===== config.mk =====
export PLATFORM = sky130hd
export DESIGN_NAME = uart_text_writer_flat
export DESIGN_NICKNAME = d
export VERILOG_FILES = /design/src/rtl/vga_pkg.sv /design/src/rtl/uart_text_writer_if.sv /design/src/rtl/text_cursor.sv /design/src/rtl/uart_text_writer.sv /design/src/flat_wrapper.sv
export SDC_FILE = /design/constraint.sdc
export NUM_CORES = 1
export LEC_CHECK = 0
export CORE_ASPECT_RATIO = 0.7
export CORE_MARGIN = 10
export CORE_UTILIZATION = 30
export DETAILED_ROUTE_END_ITERATION = 8
export DONT_BUFFER_PORTS = 1
export HOLD_SLACK_MARGIN = 0.15
export PLACE_DENSITY = 0.49
export SLEW_MARGIN = 20
export SYNTH_ARGS = -nofsm -noshare
export SYNTH_HDL_FRONTEND = slang
export SYNTH_SLANG_ARGS = --single-unit

===== constraint.sdc =====
create_clock -name clock100 -period 3 [get_ports clock100]
set_input_delay 0.75 -clock clock100 [delete_from_list [all_inputs] [get_ports clock100]]
set_output_delay 0.75 -clock clock100 [all_outputs]
set_load 0.05 [all_outputs]

===== src/rtl/vga_pkg.sv =====
// Shared text-mode definitions: character codes, screen geometry defaults and
// the writer state encoding, common to the UART text writer and the char-gen.
package vga_pkg;

  localparam int unsigned DEF_COLS   = 80;
  localparam int unsigned DEF_ROWS   = 30;
  localparam int unsigned DEF_ADDR_W = 12;

  localparam int unsigned COL_W = 7;
  localparam int unsigned ROW_W = 5;
  localparam int unsigned CHR_W = 8;

  localparam logic [CHR_W-1:0] CHR_BS    = 8'h08;
  localparam logic [CHR_W-1:0] CHR_LF    = 8'h0A;
  localparam logic [CHR_W-1:0] CHR_FF    = 8'h0C;
  localparam logic [CHR_W-1:0] CHR_CR    = 8'h0D;
  localparam logic [CHR_W-1:0] CHR_SPACE = 8'h20;
  localparam logic [CHR_W-1:0] CHR_TILDE = 8'h7E;

  typedef enum logic {
    IDLE,
    CLEAR
  } state_t;

  // Glyph range the char-gen can render.
  function automatic logic is_printable(input logic [CHR_W-1:0] c);
    return (c >= CHR_SPACE) && (c <= CHR_TILDE);
  endfunction

endpackage


===== src/rtl/uart_text_writer_if.sv =====
// Byte stream from uart_rx in, text RAM write port out.
// master = the text writer, slave = its environment (receiver + RAM).
interface uart_text_writer_if #(
  parameter int unsigned ADDR_W = 12
);

  logic [7:0]        rx_data;
  logic              rx_send;
  logic              rx_fe;
  logic              wr_en;
  logic [ADDR_W-1:0] wr_addr;
  logic [7:0]        wr_data;

  modport master (
    input  rx_data, rx_send, rx_fe,
    output wr_en, wr_addr, wr_data
  );

  modport slave (
    output rx_data, rx_send, rx_fe,
    input  wr_en, wr_addr, wr_data
  );

endinterface


===== src/rtl/text_cursor.sv =====
// Text cursor: col/row registers with all wrap rules, plus the linear
// text RAM address of the current cell.
module text_cursor
  import vga_pkg::*;
#(
  parameter int unsigned COLS   = DEF_COLS,
  parameter int unsigned ROWS   = DEF_ROWS,
  parameter int unsigned ADDR_W = DEF_ADDR_W
) (
  input  logic              clock100,
  input  logic              reset,
  input  logic              inc,
  input  logic              dec,
  input  logic              cr,
  input  logic              lf,
  input  logic              home,
  output logic [COL_W-1:0]  col,
  output logic [ROW_W-1:0]  row,
  output logic [ADDR_W-1:0] addr_c
);

  localparam logic [COL_W-1:0] COL_LAST = COL_W'(COLS - 1);
  localparam logic [ROW_W-1:0] ROW_LAST = ROW_W'(ROWS - 1);

  logic [COL_W-1:0] col_d;
  logic [ROW_W-1:0] row_d;
  logic [ROW_W-1:0] row_next;

  // Row below the current one; bottom row wraps to the top (no scrolling).
  assign row_next = (row == ROW_LAST) ? '0 : row + ROW_W'(1);

  always_comb begin
    col_d = col;
    row_d = row;
    if (home) begin
      col_d = '0;
      row_d = '0;
    end else if (inc) begin
      if (col == COL_LAST) begin
        col_d = '0;
        row_d = row_next;
      end else begin
        col_d = col + COL_W'(1);
      end
    end else if (dec) begin
      if (col != '0) begin
        col_d = col - COL_W'(1);
      end
    end else if (cr) begin
      col_d = '0;
    end else if (lf) begin
      row_d = row_next;
    end
  end

  always_ff @(posedge clock100) begin
    if (reset) begin
      col <= '0;
      row <= '0;
    end else begin
      col <= col_d;
      row <= row_d;
    end
  end

  assign addr_c = ADDR_W'(32'(row) * COLS + 32'(col));

endmodule


===== src/rtl/uart_text_writer.sv =====
// Turns the uart_rx byte stream into char-gen text RAM writes: printable
// bytes, CR/LF/BS cursor control and an FF full-screen clear sweep.
module uart_text_writer
  import vga_pkg::*;
#(
  parameter int unsigned COLS   = DEF_COLS,
  parameter int unsigned ROWS   = DEF_ROWS,
  parameter int unsigned ADDR_W = DEF_ADDR_W
) (
  input  logic               clock100,
  input  logic               reset,
  uart_text_writer_if.master bus,
  output logic [COL_W-1:0]   cursor_col,
  output logic [ROW_W-1:0]   cursor_row,
  output logic               busy,
  output logic               overrun,
  output logic [7:0]         fe_cnt
);

  localparam int unsigned CELLS = COLS * ROWS;
  localparam int unsigned CLR_W = ADDR_W + 1;

  state_t            state_q, state_d;
  logic [CLR_W-1:0]  clr_q, clr_d;
  logic              wr_en_d;
  logic [ADDR_W-1:0] wr_addr_d;
  logic [7:0]        wr_data_d;
  logic              busy_d;
  logic              overrun_d;
  logic [7:0]        fe_cnt_d;

  logic              cur_inc, cur_dec, cur_cr, cur_lf, cur_home;
  logic [ADDR_W-1:0] cur_addr;

  text_cursor #(
    .COLS   (COLS),
    .ROWS   (ROWS),
    .ADDR_W (ADDR_W)
  ) u_cursor (
    .clock100 (clock100),
    .reset    (reset),
    .inc      (cur_inc),
    .dec      (cur_dec),
    .cr       (cur_cr),
    .lf       (cur_lf),
    .home     (cur_home),
    .col      (cursor_col),
    .row      (cursor_row),
    .addr_c   (cur_addr)
  );

  // Decode, clear sweep and error bookkeeping; every result lands in a register.
  always_comb begin
    state_d   = state_q;
    clr_d     = clr_q;
    wr_en_d   = 1'b0;
    wr_addr_d = bus.wr_addr;
    wr_data_d = bus.wr_data;
    busy_d    = busy;
    overrun_d = overrun;
    fe_cnt_d  = fe_cnt;
    cur_inc   = 1'b0;
    cur_dec   = 1'b0;
    cur_cr    = 1'b0;
    cur_lf    = 1'b0;
    cur_home  = 1'b0;

    if (bus.rx_send && bus.rx_fe && (fe_cnt != 8'hFF)) begin
      fe_cnt_d = fe_cnt + 8'd1;
    end

    case (state_q)
      IDLE: begin
        if (bus.rx_send && !bus.rx_fe) begin
          if (is_printable(bus.rx_data)) begin
            wr_en_d   = 1'b1;
            wr_addr_d = cur_addr;
            wr_data_d = bus.rx_data;
            cur_inc   = 1'b1;
          end else begin
            case (bus.rx_data)
              CHR_CR: cur_cr = 1'b1;
              CHR_LF: cur_lf = 1'b1;
              CHR_BS: begin
                if (cursor_col != '0) begin
                  cur_dec   = 1'b1;
                  wr_en_d   = 1'b1;
                  wr_addr_d = cur_addr - ADDR_W'(1);
                  wr_data_d = CHR_SPACE;
                end
              end
              CHR_FF: begin
                // First sweep write (address 0) goes out together with busy.
                state_d   = CLEAR;
                busy_d    = 1'b1;
                cur_home  = 1'b1;
                wr_en_d   = 1'b1;
                wr_addr_d = '0;
                wr_data_d = CHR_SPACE;
                clr_d     = CLR_W'(1);
              end
              default: ;
            endcase
          end
        end
      end

      CLEAR: begin
        if (bus.rx_send) begin
          overrun_d = 1'b1;
        end
        if (clr_q == CLR_W'(CELLS)) begin
          state_d = IDLE;
          busy_d  = 1'b0;
        end else begin
          wr_en_d   = 1'b1;
          wr_addr_d = ADDR_W'(clr_q);
          wr_data_d = CHR_SPACE;
          clr_d     = clr_q + CLR_W'(1);
        end
      end

      default: state_d = IDLE;
    endcase
  end

  always_ff @(posedge clock100) begin
    if (reset) begin
      state_q     <= IDLE;
      clr_q       <= '0;
      bus.wr_en   <= 1'b0;
      bus.wr_addr <= '0;
      bus.wr_data <= '0;
      busy        <= 1'b0;
      overrun     <= 1'b0;
      fe_cnt      <= '0;
    end else begin
      state_q     <= state_d;
      clr_q       <= clr_d;
      bus.wr_en   <= wr_en_d;
      bus.wr_addr <= wr_addr_d;
      bus.wr_data <= wr_data_d;
      busy        <= busy_d;
      overrun     <= overrun_d;
      fe_cnt      <= fe_cnt_d;
    end
  end

endmodule


===== src/flat_wrapper.sv =====
// flat-port wrapper written by rule: the top's interface ports become plain ports
module uart_text_writer_flat import vga_pkg::*;
#(
  parameter int unsigned COLS   = DEF_COLS,
  parameter int unsigned ROWS   = DEF_ROWS,
  parameter int unsigned ADDR_W = DEF_ADDR_W
)
  (clock100, reset, cursor_col, cursor_row, busy, overrun, fe_cnt, bus_rx_data, bus_rx_send, bus_rx_fe, bus_wr_en, bus_wr_addr, bus_wr_data);
  uart_text_writer_if #(.ADDR_W(ADDR_W)) bus_i ();
  input  logic clock100;
  input  logic reset;
  output logic [COL_W-1:0] cursor_col;
  output logic [ROW_W-1:0] cursor_row;
  output logic busy;
  output logic overrun;
  output logic [7:0] fe_cnt;
  input wire logic [$bits(bus_i.rx_data)-1:0] bus_rx_data;
  input wire logic [$bits(bus_i.rx_send)-1:0] bus_rx_send;
  input wire logic [$bits(bus_i.rx_fe)-1:0] bus_rx_fe;
  output wire logic [$bits(bus_i.wr_en)-1:0] bus_wr_en;
  output wire logic [$bits(bus_i.wr_addr)-1:0] bus_wr_addr;
  output wire logic [$bits(bus_i.wr_data)-1:0] bus_wr_data;
  assign bus_i.rx_data = bus_rx_data;
  assign bus_i.rx_send = bus_rx_send;
  assign bus_i.rx_fe = bus_rx_fe;
  assign bus_wr_en = bus_i.wr_en;
  assign bus_wr_addr = bus_i.wr_addr;
  assign bus_wr_data = bus_i.wr_data;
  uart_text_writer #(.COLS(COLS), .ROWS(ROWS), .ADDR_W(ADDR_W)) u_core (.clock100(clock100), .reset(reset), .bus(bus_i), .cursor_col(cursor_col), .cursor_row(cursor_row), .busy(busy), .overrun(overrun), .fe_cnt(fe_cnt));
endmodule

==> results.json <==
{
  "synth_top_family_by_area": "simple AND/OR/NAND/NOR gates",
  "slew_violations": 0,
  "power_frac_comb": 0.061,
  "cp-endpoint": "u_core.bus.wr_addr[10]",
  "post-route-cell-area_sq_mm": 0.00422,
  "outcome": "complete, no violations",
  "power_density_mw_per_mm2": 478,
  "arrival_ns": 3.09,
  "cap_violations": 0,
  "syn_to_final_growth_pct": 16.6,
  "cp-start-kind": "flip-flop",
  "tritoncts": "built",
  "place_ws_ns": 0.195,
  "p_int_mw": 1.54,
  "seqPwrFrac": 0.406,
  "dr.pass1.iters": 4,
  "hold_path.class": "in -> reg",
  "routed_wl_mm": 11.2,
  "grt_first_pass_wirelength_mm": 18.2,
  "core_sq_mm": 0.0118,
  "max_stage_delay_ns": 0.50,
  "place.gp.congestion": 0.850,
  "cp_max_fo": 5,
  "drc": 0,
  "cp.required_ns": 3.22,
  "p_total_mw": 2.02,
  "path_class": "reg -> reg",
  "synth_cells": 434,
  "clock_tree.root_cell": "clkbuf_16",
  "ant_nets": 0,
  "rows": 33,
  "die_w_microns": 151,
  "clock_latency_ns": 0.33,
  "synth_top_cell_by_area": "dfxtp_1",
  "synthXorXnorAreaFrac": 0.0781,
  "synth_fa_ha_area_frac": 0.0733,
  "synth_area_sq_mm": 0.00362,
  "ys_ff_latch": 57,
  "ys_async_sr_fraction": 0,
  "p_sw_frac": 0.238,
  "antenna_found_initial": 0,
  "cp-end-kind": "flip-flop",
  "path_clk_slew_ns": 0.05,
  "avgSynthCellArea_sq_um": 8.34,
  "ys_top_cells_by_count": "dfxtp_1 (57), nor2_1 (38), a21oi_1 (33)",
  "finalNetCount": 478,
  "cts_made_buffers": 9,
  "wl_per_cell_microns": 18.4,
  "yosys.area.top_type_share": 0.315,
  "dp_hpwl_mm": 8.53,
  "power.leakage_nw": 1.59,
  "drt-initial-drc-count": 238,
  "reg2reg_slack_ns": 0.14,
  "place_area_sq_mm": 0.00390,
  "grt_pass1_vias": 3249,
  "r2r-end": "u_core.bus.wr_addr[10]",
  "synth_edf_count": 0,
  "r2r_cells": 9,
  "max_freq_mhz": 349,
  "holdBufCountCts": 0,
  "fin_ws_ns": 0.135,
  "tns_ns": 0,
  "h-tree-depth": 3,
  "overflow": 0,
  "fillers": 1232,
  "synth_warnings": 0,
  "ys_top_cells_by_area": "dfxtp_1 (32%), ha_1 (6.2%), a21oi_1 (4.6%)",
  "maxSlewHeadroom": 0.565,
  "io_pins": 55,
  "synthFlopType": "dfxtp_1",
  "synthMuxAreaShare": 0.00553,
  "fin_skew_ns": 0.00702,
  "num_antenna_cells": 0,
  "crit_path_frequent_cell": "ha_1",
  "drive_gt1_frac": 0.131,
  "worst_pin_slew_ns": 0.646,
  "synthSimpleGateAreaFrac": 0.256,
  "critical_path.cell_chain": "ha_1, ha_1, fa_1, xor2_1, or4_1, o31a_1, a211oi_2, mux2i_1, a311oi_1",
  "critPathLaunch": "u_core.u_cursor.row[1]",
  "switchingPower_uw": 481,
  "die-area_sq_mm": 0.0169,
  "clock_sinks": 57,
  "grt_setup_unrepaired": "false",
  "pwr-share-clk": 0.533,
  "grt_max_degree": 32,
  "ys_seq_area_frac": 0.315,
  "start_util": 0.308,
  "min_period_over_period": 0.955,
  "grt.total_usage": 0.133,
  "synth_cell_type_count": 79,
  "report.final.hold_viol_count": 0,
  "worst_path_max_delay_cell": "or4_1",
  "setup_viol_count_final": 0,
  "synth-compound-area-share": 0.224,
  "synthesis.nets": 466,
  "r2r_start": "u_core.u_cursor.row[1]",
  "die_y_microns": 112,
  "dr_total_vias": 3365,
  "post-route-min-period_ns": 2.86,
  "clk_path_buf_depth": 2,
  "yosys.cell_count.top_type": "dfxtp_1",
  "ir_drop_uv": 283,
  "io_buffers": 0,
  "viasPerCell": 5.53
}
[cells by family after synthesis]
| kind of cell | count (synthesis) |
|---|---|
| AND/OR/NAND/NOR | 173 |
| AO/OA/AOI/OAI | 113 |
| flip-flops | 57 |
| buffers and inverters | 40 |
| XOR/XNOR | 29 |
| adder cells (fa/ha/maj) | 20 |
| multiplexers | 2 |
[metal layers]
metal	vias up	GRT usage	part of all wire	wire length (microns)
met5	-	0.0265	0.0049	55
met4	2	0.0352	0.0076	85
met3	9	0.0494	0.099	1110
met2	116	0.175	0.40	4440
met1	1600	0.194	0.49	5510
li1	1638	-	-	-
[state kept, by name, indices dropped and copies added (netlist names)]
| signal | flops |
|---|---|
| u_core.u_cursor.col | 7 |
| u_core.state_q | 1 |
| u_core.clr_q | 13 |
| u_core.fe_cnt | 8 |
| u_core.bus.wr_en | 1 |
| u_core.overrun | 1 |
| u_core.busy | 1 |
| u_core.u_cursor.row | 5 |
| u_core.bus.wr_addr | 12 |
| u_core.bus.wr_data | 8 |
[worst min path at each step]
stage / cells past startpoint / start / slack, ns / to
final: 1 / reset / 0.49 / u_core.fe_cnt[5]
after detailed placement: 2 / u_core.clr_q[12] / 0.51 / u_core.clr_q[12]
after global routing: 1 / reset / 0.48 / u_core.bus.wr_addr[0]
after CTS: 1 / reset / 0.48 / u_core.bus.wr_addr[2]
after global placement: 2 / u_core.clr_q[12] / 0.50 / u_core.clr_q[12]
after floorplan: 2 / u_core.clr_q[12] / 0.47 / u_core.clr_q[12]
[final cells by class]
cell class,instances,area (sq um),area share
flip-flops and latches,57,1140,0.271
multi-input cells,337,2310,0.548
repair buffers,27,203,0.0480
well taps,157,196,0.0465
clock inverters,6,82.6,0.0196
clock buffers,10,229,0.0542
inverters,14,52.6,0.0124
[power groups by stage]
stage,clock network (mW),logic (mW),registers (mW)
6_report,1.08,0.123,0.820
5_1_grt,1.14,0.136,0.822
4_1_cts,1.11,0.121,0.821
3_5_place_dp,0,0.120,0.837
3_3_place_gp,0,0.120,0.836
2_1_floorplan,0,0.0923,0.834
[what timing repair did]
| item | 4_1_cts | 5_1_grt |
|---|---|---|
| resized for setup | 0 | 1 |
| buffers inserted | 0 | 0 |
| endpoints found under the setup margin | 0 | 1 |
[through the flow]
stage                     hold slack, ns  std cells  utilization
after global placement             0.503        592        0.332
after floorplan                    0.472        434            -
final                              0.492        608        0.359
after detailed placement           0.513        592        0.332
after CTS                          0.476        608        0.358
after global routing               0.476        608        0.359
[critical path, delay by kind of cell (launching register included)]
kind	cells	cell delay [ns]
AO/OA/AOI/OAI	3	0.63
XOR/XNOR	1	0.21
adder cells (fa/ha/maj)	3	1.00
flip-flops	1	0.34
multiplexers	1	0.10
AND/OR/NAND/NOR	1	0.50
[placed cells by master, fill, tap and decap left out, types with 5 or more instances in the layout]
cell	n
dfxtp_1	54
nor2_1	38
a21oi_1	33
nand2_1	30
nand3_1	27
buf_4	27
ha_1	18
nor3_1	15
xnor2_1	14
nand4_1	14
inv_1	13
xor2_1	13
and3_1	9
o21ai_0	9
clkbuf_16	9
a211oi_1	8
o31ai_1	7
or4_1	5
and2_1	5
o221ai_1	5
No activity file was read; power rests on OpenSTA's default activity.
